[src/rtl/surf_command_receiver_if.sv]
// Signal bundle between the CMD line pin and the SURF command receiver.
// Member names follow the receiver's view (CMD_i in, everything else out).
interface surf_command_receiver_if;
  logic        CMD_i;
  logic [31:0] event_id_o;
  logic [1:0]  buffer_o;
  logic        valid_o;
  logic        err_o;
  logic        busy_o;
  logic [7:0]  err_count_o;

  modport slave (
    input  CMD_i,
    output event_id_o, buffer_o, valid_o, err_o, busy_o, err_count_o
  );

  modport master (
    output CMD_i,
    input  event_id_o, buffer_o, valid_o, err_o, busy_o, err_count_o
  );
endinterface

[src/rtl/surf_command_receiver.sv]
// SURF-side decoder for the TURF->SURF serial CMD line: recovers a 2-bit buffer
// number and a 32-bit event ID, flags framing errors and false starts.
module surf_command_receiver #(
  parameter int CLKS_PER_BIT = 8,
  parameter int SYNC_STAGES  = 2
) (
  input  logic                    clk_i,
  input  logic                    rst_n_i,
  surf_command_receiver_if.slave  bus
);
  localparam int CW = $clog2(CLKS_PER_BIT);
  localparam logic [CW-1:0] HALF_LAST = CW'(CLKS_PER_BIT / 2 - 1);
  localparam logic [CW-1:0] BIT_LAST  = CW'(CLKS_PER_BIT - 1);

  typedef enum logic [2:0] {IDLE, START, DATA, STOP, WAIT_LOW} state_e;

  logic [SYNC_STAGES-1:0] sync_q;
  logic [SYNC_STAGES:0]   primed_q;
  logic                   s_prev_q;
  logic                   s;

  state_e        state_q, state_d;
  logic [CW-1:0] cnt_q, cnt_d;
  logic [5:0]    bitidx_q, bitidx_d;
  logic [33:0]   shreg_q, shreg_d;
  logic [31:0]   event_id_q, event_id_d;
  logic [1:0]    buffer_q, buffer_d;
  logic          valid_q, valid_d;
  logic          err_q, err_d;
  logic [7:0]    err_count_q, err_count_d;
  logic          bump;

  assign s = sync_q[SYNC_STAGES-1];

  // The synchroniser flops reset low, so s rises by itself when the line is
  // already high at reset release; primed_q masks that artificial edge.
  always_ff @(posedge clk_i or negedge rst_n_i) begin
    if (!rst_n_i) begin
      sync_q   <= '0;
      primed_q <= '0;
      s_prev_q <= 1'b1;
    end else begin
      sync_q   <= {sync_q[SYNC_STAGES-2:0], bus.CMD_i};
      primed_q <= {primed_q[SYNC_STAGES-1:0], 1'b1};
      s_prev_q <= s;
    end
  end

  always_comb begin
    state_d     = state_q;
    cnt_d       = cnt_q + 1'b1;
    bitidx_d    = bitidx_q;
    shreg_d     = shreg_q;
    event_id_d  = event_id_q;
    buffer_d    = buffer_q;
    valid_d     = 1'b0;
    err_d       = 1'b0;
    err_count_d = err_count_q;
    bump        = 1'b0;

    case (state_q)
      IDLE: begin
        cnt_d = '0;
        if (primed_q[SYNC_STAGES] && s && !s_prev_q) state_d = START;
      end
      START: begin
        if (cnt_q == HALF_LAST) begin
          cnt_d = '0;
          if (s) begin
            state_d  = DATA;
            bitidx_d = '0;
          end else begin
            state_d = IDLE;
            bump    = 1'b1;
          end
        end
      end
      DATA: begin
        if (cnt_q == BIT_LAST) begin
          cnt_d    = '0;
          shreg_d  = {s, shreg_q[33:1]};
          bitidx_d = bitidx_q + 6'd1;
          if (bitidx_q == 6'd33) state_d = STOP;
        end
      end
      STOP: begin
        if (cnt_q == BIT_LAST) begin
          cnt_d = '0;
          if (!s) begin
            state_d    = IDLE;
            valid_d    = 1'b1;
            buffer_d   = shreg_q[1:0];
            event_id_d = shreg_q[33:2];
          end else begin
            state_d = WAIT_LOW;
            err_d   = 1'b1;
            bump    = 1'b1;
          end
        end
      end
      WAIT_LOW: begin
        cnt_d = '0;
        if (!s) state_d = IDLE;
      end
      default: begin
        state_d = IDLE;
        cnt_d   = '0;
      end
    endcase

    if (bump && err_count_q != 8'hFF) err_count_d = err_count_q + 8'd1;
  end

  always_ff @(posedge clk_i or negedge rst_n_i) begin
    if (!rst_n_i) begin
      state_q     <= IDLE;
      cnt_q       <= '0;
      bitidx_q    <= '0;
      shreg_q     <= '0;
      event_id_q  <= '0;
      buffer_q    <= '0;
      valid_q     <= 1'b0;
      err_q       <= 1'b0;
      err_count_q <= '0;
    end else begin
      state_q     <= state_d;
      cnt_q       <= cnt_d;
      bitidx_q    <= bitidx_d;
      shreg_q     <= shreg_d;
      event_id_q  <= event_id_d;
      buffer_q    <= buffer_d;
      valid_q     <= valid_d;
      err_q       <= err_d;
      err_count_q <= err_count_d;
    end
  end

  assign bus.event_id_o  = event_id_q;
  assign bus.buffer_o    = buffer_q;
  assign bus.valid_o     = valid_q;
  assign bus.err_o       = err_q;
  assign bus.busy_o      = (state_q != IDLE);
  assign bus.err_count_o = err_count_q;
endmodule

[src/flat_wrapper.sv]
// flat-port wrapper written by rule: the top's interface ports become plain ports
module surf_command_receiver_flat 
#(
  parameter int CLKS_PER_BIT = 8,
  parameter int SYNC_STAGES  = 2
)
  (clk_i, rst_n_i, bus_CMD_i, bus_event_id_o, bus_buffer_o, bus_valid_o, bus_err_o, bus_busy_o, bus_err_count_o);
  surf_command_receiver_if bus_i ();
  input  logic clk_i;
  input  logic rst_n_i;
  input wire logic [$bits(bus_i.CMD_i)-1:0] bus_CMD_i;
  output wire logic [$bits(bus_i.event_id_o)-1:0] bus_event_id_o;
  output wire logic [$bits(bus_i.buffer_o)-1:0] bus_buffer_o;
  output wire logic [$bits(bus_i.valid_o)-1:0] bus_valid_o;
  output wire logic [$bits(bus_i.err_o)-1:0] bus_err_o;
  output wire logic [$bits(bus_i.busy_o)-1:0] bus_busy_o;
  output wire logic [$bits(bus_i.err_count_o)-1:0] bus_err_count_o;
  assign bus_i.CMD_i = bus_CMD_i;
  assign bus_event_id_o = bus_i.event_id_o;
  assign bus_buffer_o = bus_i.buffer_o;
  assign bus_valid_o = bus_i.valid_o;
  assign bus_err_o = bus_i.err_o;
  assign bus_busy_o = bus_i.busy_o;
  assign bus_err_count_o = bus_i.err_count_o;
  surf_command_receiver #(.CLKS_PER_BIT(CLKS_PER_BIT), .SYNC_STAGES(SYNC_STAGES)) u_core (.clk_i(clk_i), .rst_n_i(rst_n_i), .bus(bus_i));
endmodule
[config.mk]
export PLATFORM = sky130hd
export DESIGN_NAME = surf_command_receiver_flat
export DESIGN_NICKNAME = d
export VERILOG_FILES = /design/src/rtl/surf_command_receiver_if.sv /design/src/rtl/surf_command_receiver.sv /design/src/flat_wrapper.sv
export SDC_FILE = /design/constraint.sdc
export NUM_CORES = 1
export LEC_CHECK = 0
export CAP_MARGIN = 20
export CORE_ASPECT_RATIO = 0.75
export CORE_UTILIZATION = 40
export DETAILED_ROUTE_END_ITERATION = 8
export HOLD_SLACK_MARGIN = 0.03
export PLACE_DENSITY = 0.68
export SYNTH_ARGS = -nofsm -noshare
export SYNTH_HDL_FRONTEND = slang
export SYNTH_SLANG_ARGS = --single-unit
[constraint.sdc]
create_clock -name clk_i -period 2 [get_ports clk_i]
set_clock_uncertainty 0.1 [all_clocks]
set_input_delay 0.4 -clock clk_i [delete_from_list [all_inputs] [get_ports clk_i]]
set_output_delay 0.4 -clock clk_i [all_outputs]
set_load 0.005 [all_outputs]
==> results of run 1 <==
-- layer usage --
metal | vias to the layer above | global-route usage, % | share of wire, %
li1 | 1140 | - | -
met2 | 42 | 21.9 | 46
met3 | 4 | 5.10 | 3.2
met5 | - | 0 | 0
met1 | 1243 | 19.5 | 50
met4 | 0 | 5.24 | 0.57
-- worst max-delay path, delay by kind of cell, from the launching register on --
| family | cells | cell delay [ns] |
|---|---|---|
| AO/OA/AOI/OAI | 1 | 0.16 |
| adder cells (fa/ha/maj) | 2 | 0.31 |
| multiplexers | 1 | 0.33 |
| AND/OR/NAND/NOR | 2 | 0.61 |
| flip-flops | 1 | 0.40 |
-- logic make-up after synthesis --
logic type | count (synthesis) | synth area share, %
xor+xnor | 1 | 0.217
mux | 72 | 22.8
simple gates | 54 | 7.59
buf+inv | 18 | 2.36
flops | 96 | 59.5
other cells | 1 | 0.0929
compound gates | 28 | 4.56
fa+ha+maj | 9 | 2.79
-- power breakdown --
group | leakage [nW] | total, mW | switching (mW) | internal [mW]
clock | 0.152 | 1.82 | 0.692 | 1.13
combinational | 1.10 | 0.635 | 0.327 | 0.308
sequential | 1.31 | 2.10 | 0.0749 | 2.02
total | 2.57 | 4.55 | 1.09 | 3.46
-- what timing repair did --
action	CTS	global route
setup endpoints to repair	40	74
pin swaps	3	6
setup buffers	4	3
resized for setup	7	14
cloned	0	6
hold buffers	0	0
-- sequential cells by signal (all words and copies together), names as in the netlist --
name / count
u_core.s_prev_q: 1
u_core.cnt_q: 3
u_core.bitidx_q: 6
u_core.state_q: 3
u_core.bus.event_id_o: 32
u_core.shreg_q: 34
u_core.primed_q: 3
u_core.bus.err_o: 1
u_core.bus.err_count_o: 8
u_core.bus.valid_o: 1
u_core.bus.buffer_o: 2
u_core.sync_q: 2
-- cell usage after synthesis, drive strengths merged --
library cell	instances	share of area (%)
or3	3	0.47
conb	1	0.093
a21boi	1	0.19
nand3	6	0.74
nor2b	4	0.62
or3b	2	0.43
o21ai	7	0.87
nor3b	3	0.56
ha	9	2.8
xor2	1	0.22
a311oi	1	0.22
nor3	4	0.62
mux2i	1	0.25
nor4	1	0.16
dfstp	1	0.65
a32oi	1	0.22
a31oi	3	0.47
nand2b	2	0.37
a21oi	8	1.1
mux2	71	23
clkbuf	4	0.37
and2b	1	0.19
nand3b	1	0.19
nor2	10	0.93
o31ai	3	0.56
a21o	1	0.19
and3	2	0.31
buf	7	1.3
dfrtp	95	59
nand4	4	0.62
o2111a	1	0.28
a211oi	2	0.50
inv	7	0.65
nand2	8	0.74
nand4b	1	0.22
and4	2	0.43
-- stage by stage --
stage          cell area (um2)  setup WS, ns
4_1_cts                   5150       -0.0206
2_1_floorplan             4050        0.0137
5_1_grt                   5340        -0.111
6_report                  5340       -0.0461
3_5_place_dp              4760       -0.0534
3_3_place_gp              4760       -0.0125
-- layout by cell type, fill, tap and decap left out, drive strengths merged, types with 2 or more instances in the layout --
cell	netlist	final
a211oi	2	2
a21oi	8	8
a31oi	3	3
and3	2	2
and4	2	2
buf	7	23
bufinv	0	2
clkbuf	4	15
clkdlybuf4s50	0	45
clkinvlp	0	2
dfrtp	95	95
ha	9	9
inv	7	7
mux2	71	71
nand2	8	8
nand2b	2	2
nand3	6	6
nand4	4	4
nor2	10	10
nor2b	4	4
nor3	4	4
nor3b	3	3
o21ai	7	7
o31ai	3	3
or3	3	3
or3b	2	2
-- cell type report --
type | count | area (um2) | share of cell area (%)
Clock inverter | 5 | 80.1 | 1.50
Inverter | 7 | 26.3 | 0.492
Clock buffer | 11 | 243 | 4.55
Timing Repair Buffer | 73 | 796 | 14.9
Tap cell | 132 | 165 | 3.09
Multi-Input combinational cell | 165 | 1630 | 30.4
Sequential cell | 96 | 2400 | 45.0
-- worst paths after layout --
kind	from	slack, ns	end
min	rst_n_i	0.008	u_core.bus.buffer_o[0]
max reg2reg	u_core.cnt_q[0]	-0.05	u_core.bus.err_count_o[4]
max	u_core.cnt_q[0]	-0.05	u_core.bus.err_count_o[4]
min reg2reg	u_core.primed_q[1]	0.25	u_core.primed_q[2]
max in group asynchronous	rst_n_i	1.41	u_core.bus.event_id_o[17]
min in group clk_i	u_core.primed_q[1]	0.25	u_core.primed_q[2]
==> run metrics, run 1 <==
#FFs+latches synth 96; vias in the first global route 2377; fillcell total 792; critical path cell sequence ha_4 -> ha_4 -> or3b_4 -> a21oi_4 -> and4_1 -> mux2_2; CTS max path bufs 2; DRC 0; CP required 2.12 ns; gr usage total 14.5%; largest net degree at the start of global routing 97; hold slack 0.00807 ns; post-route ant nets 0; number of max-cap violations 0; RSZ-0062 raised after global routing yes; gpl congestion 0.787; Worst Path Class, Setup reg2reg; CTS tree built; final WL 7730 um; Reg clk slew, reported paths 0.06 ns; Tmin final 2.05 ns; CTS buffer count 9; Cell variety after synth 43; DP Cell Count 461; total power 4.55 mW; fin util 54.9%; critical path peak fanout 4; pwr/cell area 853 nW/um2; Cell Area, Synth 4040 um2; worst path setup slack after routing -0.0461 ns; hold crit path type in2async; first-pass GRT wire length 11800 um; CP dominant cell by count ha_4; setup TNS -0.236 ns; Worst EP arrival 2.17 ns; Inserted Diodes 0; status complete, but fails checks; Slew Limit Headroom 66.6%; DRT Pass-1 Iters 4; Peak supply drop 0.000367 V; Hold Fails Final Rpt 0; core area 9740 um2; violated checks negative setup slack; Worst Setup Start Kind register; fin cells 489; HPWL after DPL 4420 um; syn_area_per_cell 14.5 um2; Die H 89.0 um; Leak Pwr 2.57 nW; H-tree levels 3; Synth Warn # 0; Reg2Reg Depth 6; Largest stage delay, worst path 0.40 ns; CP max stage cell dfrtp_1; full die area 10500 um2; synthesis-to-finish area growth 32.3%; root buf cell clkbuf_16; DRT iter0 DRCs 78; Die X 118 um; Initial Util 41.5%; share of layout cells above drive strength 1 36.1%; GR Overflow Total 0; Slew @ Worst Pin 0.500 ns; IO Count 48; FP Rows 31; Setup-failing EPs final 15; fin nets 364; period utilization 102%; DR vias/cell 4.97; Post-Syn Nets 291; critical path endpoint category register; clk_lat worst skew 0.33 ns; Fmax 489 MHz; Slew Viols, Final 0; initial antenna violation count 0; Post-Synthesis Cells 279; via count 2429; CTS sink cnt 96; number of port buffers 47; routed length per placed instance 15.8 um; sequential share of the synthesized area 59.5%
No activity file was read; power rests on OpenSTA's default activity.
==> run 2: changes to the inputs <==
--- a/config.mk
+++ b/config.mk
@@ -14,3 +14,4 @@
 export SYNTH_ARGS = -nofsm -noshare
 export SYNTH_HDL_FRONTEND = slang
 export SYNTH_SLANG_ARGS = --single-unit
+export TNS_END_PERCENT = 100
==> results of run 2 <==
Final layout, timing and power as in run 1 (identical DEF).
==> run 3: changes to the inputs <==
--- a/config.mk
+++ b/config.mk
@@ -5,11 +5,11 @@
 export SDC_FILE = /design/constraint.sdc
 export NUM_CORES = 1
 export LEC_CHECK = 0
+export ABC_CLOCK_PERIOD_IN_PS = 2000
 export CAP_MARGIN = 20
 export CORE_ASPECT_RATIO = 0.75
 export CORE_UTILIZATION = 40
 export DETAILED_ROUTE_END_ITERATION = 8
-export HOLD_SLACK_MARGIN = 0.03
 export PLACE_DENSITY = 0.68
 export SYNTH_ARGS = -nofsm -noshare
 export SYNTH_HDL_FRONTEND = slang
==> results of run 3 <==
Final layout, timing and power as in run 1 (identical DEF).
